<file path="config.mk">
export PLATFORM = sky130hd
export DESIGN_NAME = button_conditioner
export DESIGN_NICKNAME = d
export VERILOG_FILES = /design/src/rtl/button_conditioner_pkg.sv /design/src/rtl/button_conditioner_debounce_channel.sv /design/src/rtl/button_conditioner.sv
export SDC_FILE = /design/constraint.sdc
export NUM_CORES = 1
export LEC_CHECK = 0
export ABC_CLOCK_PERIOD_IN_PS = 2200
export CORE_UTILIZATION = 55
export DETAILED_ROUTE_END_ITERATION = 16
export PLACE_DENSITY_LB_ADDON = 0.05
export SYNTH_ARGS = -nofsm -noshare
export SYNTH_HDL_FRONTEND = slang
export SYNTH_SLANG_ARGS = --single-unit
</file>
<file path="constraint.sdc">
create_clock -name clk -period 2.2 [get_ports clk]
set_input_delay 0.44 -clock clk [delete_from_list [all_inputs] [get_ports clk]]
set_output_delay 0.44 -clock clk [all_outputs]
set_load 0.01 [all_outputs]
</file>
<file path="src/rtl/button_conditioner_pkg.sv">
// rtl/button_conditioner_pkg.sv - shared reaction-timer constants and debounce state encoding
package button_conditioner_pkg;

    localparam int BTN_START = 0;
    localparam int BTN_STOP  = 1;
    localparam int BTN_CLEAR = 2;

    // 10 ms of stability at a 50 MHz system clock
    localparam int DB_CYCLES_DEFAULT = 500000;

    typedef enum logic [1:0] {
        ST_LOW       = 2'd0,
        ST_WAIT_HIGH = 2'd1,
        ST_HIGH      = 2'd2,
        ST_WAIT_LOW  = 2'd3
    } db_state_e;

endpackage

</file>
<file path="src/rtl/button_conditioner_debounce_channel.sv">
// rtl/button_conditioner_debounce_channel.sv - one button: 2-flop synchroniser, debounce FSM, level and press tick
module button_conditioner_debounce_channel
    import button_conditioner_pkg::*;
#(
    parameter int DB_CYCLES = DB_CYCLES_DEFAULT
) (
    input  logic clk,
    input  logic reset,
    input  logic btn_in,
    output logic btn_level,
    output logic btn_tick
);

    localparam int CNT_W = $clog2(DB_CYCLES + 1);
    localparam logic [CNT_W-1:0] CNT_LOAD = CNT_W'(DB_CYCLES - 1);
    localparam logic [CNT_W-1:0] CNT_ONE  = CNT_W'(1);

    logic             sync1_q, sync0_q;
    db_state_e        state_q, state_d;
    logic [CNT_W-1:0] cnt_q, cnt_d;
    logic             level_q, level_d;
    logic             tick_q, tick_d;

    always_ff @(posedge clk or posedge reset) begin
        if (reset) begin
            sync1_q <= 1'b0;
            sync0_q <= 1'b0;
            state_q <= ST_LOW;
            cnt_q   <= '0;
            level_q <= 1'b0;
            tick_q  <= 1'b0;
        end else begin
            sync1_q <= btn_in;
            sync0_q <= sync1_q;
            state_q <= state_d;
            cnt_q   <= cnt_d;
            level_q <= level_d;
            tick_q  <= tick_d;
        end
    end

    // Any opposite sample in a WAIT state aborts it; re-entry always reloads the full count.
    always_comb begin
        state_d = state_q;
        cnt_d   = cnt_q;
        level_d = level_q;
        tick_d  = 1'b0;
        case (state_q)
            ST_LOW: begin
                if (sync0_q) begin
                    state_d = ST_WAIT_HIGH;
                    cnt_d   = CNT_LOAD;
                end
            end
            ST_WAIT_HIGH: begin
                if (!sync0_q) begin
                    state_d = ST_LOW;
                end else if (cnt_q == '0) begin
                    state_d = ST_HIGH;
                    level_d = 1'b1;
                    tick_d  = 1'b1;
                end else begin
                    cnt_d = cnt_q - CNT_ONE;
                end
            end
            ST_HIGH: begin
                if (!sync0_q) begin
                    state_d = ST_WAIT_LOW;
                    cnt_d   = CNT_LOAD;
                end
            end
            ST_WAIT_LOW: begin
                if (sync0_q) begin
                    state_d = ST_HIGH;
                end else if (cnt_q == '0) begin
                    state_d = ST_LOW;
                    level_d = 1'b0;
                end else begin
                    cnt_d = cnt_q - CNT_ONE;
                end
            end
            default: state_d = ST_LOW;
        endcase
    end

    assign btn_level = level_q;
    assign btn_tick  = tick_q;

endmodule

</file>
<file path="src/rtl/button_conditioner.sv">
// rtl/button_conditioner.sv - per-button synchronise and debounce front end for the reaction timer
module button_conditioner
    import button_conditioner_pkg::*;
#(
    parameter int N_BTN     = BTN_CLEAR + 1,
    parameter int DB_CYCLES = DB_CYCLES_DEFAULT
) (
    input  logic             clk,
    input  logic             reset,
    input  logic [N_BTN-1:0] btn_in,
    output logic [N_BTN-1:0] btn_level,
    output logic [N_BTN-1:0] btn_tick
);

    for (genvar i = 0; i < N_BTN; i++) begin : g_chan
        button_conditioner_debounce_channel #(
            .DB_CYCLES(DB_CYCLES)
        ) u_chan (
            .clk      (clk),
            .reset    (reset),
            .btn_in   (btn_in[i]),
            .btn_level(btn_level[i]),
            .btn_tick (btn_tick[i])
        );
    end

endmodule

</file>
==> metrics <==
setup repair after global routing missed its margin=yes; sequential area share after synthesis=49.8%; overall power=2820 uW; y dimension of the die=84.8 microns; core footprint=6490 sq um; maximum number of pins on one net before global-route repair=32; remaining global-route overflow=0; type of element capturing the critical path=flop; Final nets=approximately 450; first-pass detailed-route iteration total=5; TritonCTS clock tree=done; Clock Tree Buf Depth=2; hpwl dp=5360 microns; Clock Skew=0.0105 ns; top area cells in the synthesized netlist=dfrtp_1 50%, xor2_1 3.9%, nor2_1 3.8%; worst voltage drop across the vdd grid=0.511 mV; later-pin clock latency in the skew report=0.34 ns; number of enable-type register cells in the synthesized netlist=0; max-cap viol count=0; standby leakage power=0.00185 uW; RePlAce Congestion=0.897; antenna violations before repair=0; post-layout minimum cycle time=approximately 2.3 ns; Reg clk slew, reported paths=0.08 ns; top cell type's share of synthesized area=around 50%; Netlist cell types=55; antenna-violating nets left=0; Routed wire per std cell=14.8 microns; count of vias placed by the detailed router=approximately 3100; total of flip-flops plus latches after synthesis=75; via/cell ratio=5.95; Non-Filler Instances=~530; Ant. Diodes=0; clock buffer count from CTS=9; run status=complete, but fails checks; max frequency=429 MHz; Cell Rows=29; synth cell count leaders=75 x dfrtp_1, 38 x nor2_1, 35 x nand2_1, 22 x a21oi_1, 19 x o21ai_0; class of the most critical hold timing path=flop to flop; Die Wd=84.8 microns; I/O pins=11; CP arrival=2.55 ns; proportion of layout cells with a drive suffix above 1=23.9%; total power per unit cell area=between 600 and 700 nW/um^2; top cell type by total area after synthesis=dfrtp_1; H-tree levels=3; first-pass GRT wire length=13300 microns; Layout fillers=486; layout-stage area growth over the synthesis result=23.7%; data required time of the worst path=between 2 and 2.5 ns; worst setup path category=flop to flop; Top FF cell, synth=dfrtp_1; Post-Synthesis Mean Instance Area=9.80 sq um; gr usage total=23.2%; Cells after DPL=505; share of async-settable or async-resettable flops after synthesis=100%; effective utilization at floorplan=58.1%; IO Port Bufs=10; drc violations=0; Core Util, Final=between 70 and 80%; final worst-path cycle share=106%; mapped cell area=3770 sq um; count leader, synth=dfrtp_1; clock sinks=75; nets in the synthesized netlist=393; via count of the first global-routing pass=2969; Critical Path Source Type=flop; minimum setup slack among reg-to-reg paths=-0.13 ns; final worst-path setup slack=-0.133 ns; overall routed net length=roughly 8000 microns; number of hold violations in the final report=0; measured slew at the worst slew-check pin=0.681 ns; count of warnings emitted by yosys=0; Cells after Synth=385; maximum fanout along the worst path=4; full die area=about 7000 sq um; relative slew slack=54.5%; count of endpoints failing setup in the final report=12; Clock Root Buffer=clkbuf_8; DR iter-0 viols=136; violated checks=setup timing; number of pins exceeding their max-slew limit in the final report=0
-- registers in the layout, indices dropped and copies added (netlist names), named ones only --
signal / cells
g_chan.u_chan.btn_level: 3
g_chan.u_chan.btn_tick: 3
g_chan.u_chan.cnt_q: 57
g_chan.u_chan.state_q: 3
g_chan.u_chan.sync0_q: 3
g_chan.u_chan.sync1_q: 3
-- layout by cell type, fill, tap and decap left out, types with 4 or more instances in the layout --
cell,count
inv_1,10
nand2_1,35
clkdlybuf4s50_1,10
buf_6,5
nor2_1,36
and3_1,4
nand3_1,12
a31oi_1,4
o21ai_1,5
xor2_1,17
or3_1,6
nand2b_1,7
a21oi_1,20
o31ai_1,6
nor3_1,12
dfrtp_1,75
clkbuf_8,9
xnor2_1,11
or4_1,11
nor4_1,9
buf_4,45
nand4_1,5
o21ai_0,14
-- worst paths after layout --
check,cells after the start,end,start
min in group asynchronous,2,g_chan[2].u_chan.cnt_q[17]$_DFFE_PP0P_,reset
min reg2reg,0,g_chan[2].u_chan.sync0_q$_DFF_PP0_,g_chan[2].u_chan.sync1_q$_DFF_PP0_
max reg2reg,8,g_chan[1].u_chan.cnt_q[16]$_DFFE_PP0P_,g_chan[1].u_chan.cnt_q[1]$_DFFE_PP0P_
min,0,g_chan[2].u_chan.sync0_q$_DFF_PP0_,g_chan[2].u_chan.sync1_q$_DFF_PP0_
max in group asynchronous,3,g_chan[1].u_chan.cnt_q[0]$_DFFE_PP0P_,reset
max,8,g_chan[1].u_chan.cnt_q[16]$_DFFE_PP0P_,g_chan[1].u_chan.cnt_q[1]$_DFFE_PP0P_
-- cell families after synthesis --
logic type               share of synthesized area [%]
AND/OR/NAND/NOR                                   25.1
AO/OA/AOI/OAI                                     13.4
flip-flops                                        49.8
XOR/XNOR                                          6.50
buffers and inverters                             3.42
multiplexers                                     0.862
adder cells (fa/ha/maj)                          0.995
-- layout make-up --
| type | instances | area (sq um) | share of cell area (%) |
|---|---|---|---|
| clock inverters | 5 | 78.8 | 1.69 |
| repair buffers | 62 | 534 | 11.5 |
| well taps | 77 | 96.3 | 2.06 |
| clock buffers | 10 | 128 | 2.74 |
| inverters | 13 | 52.6 | 1.13 |
| flip-flops and latches | 75 | 1880 | 40.2 |
| multi-input cells | 283 | 1900 | 40.7 |
-- power by group --
| group | internal, uW | switching, uW | leakage [uW] | total, uW |
|---|---|---|---|---|
| clock | 631 | 487 | 0.000106 | 1120 |
| combinational | 113 | 134 | 0.000883 | 247 |
| sequential | 1420 | 34.0 | 0.000861 | 1450 |
| total | 2160 | 655 | 0.00185 | 2820 |
-- worst max-delay path: stages, from the launching register on --
cell and delay [ns]:
dfrtp_1 0.42, inv_1 0.07, ha_2 0.16, or4b_4 0.46, buf_4 0.17, nor4_2 0.32
buf_4 0.20, nand3_2 0.10, a211o_1 0.31
-- per-stage QoR --
| step | hold WS [ns] | setup slack, ns | setup TNS, ns | area, sq um |
|---|---|---|---|---|
| finish | 0.355 | -0.133 | -0.563 | 4670 |
| global route | 0.371 | -0.193 | -1.87 | 4670 |
| CTS | 0.358 | -0.0572 | -0.261 | 4510 |
| detailed placement | 0.341 | -0.122 | -0.700 | 4280 |
| global placement | 0.332 | -0.0685 | -0.307 | 4280 |
| floorplan | 0.331 | -0.106 | -0.112 | 3790 |
-- layer usage --
layer  share of wire, %  routed length [microns]  track usage, %
met1                 47                     3640            31.4
met2                 49                     3810            38.3
met3                2.7                      214            3.50
met4                1.7                      131            8.47
met5                  0                        0               0
-- repair_timing --
item,CTS,global route
pin swaps,3,11
resized for setup,10,28
hold buffers,0,0
hold endpoints to repair,0,0
endpoints found under the setup margin,16,32
buffers inserted,1,4
(Power assumes the default switching activity.)
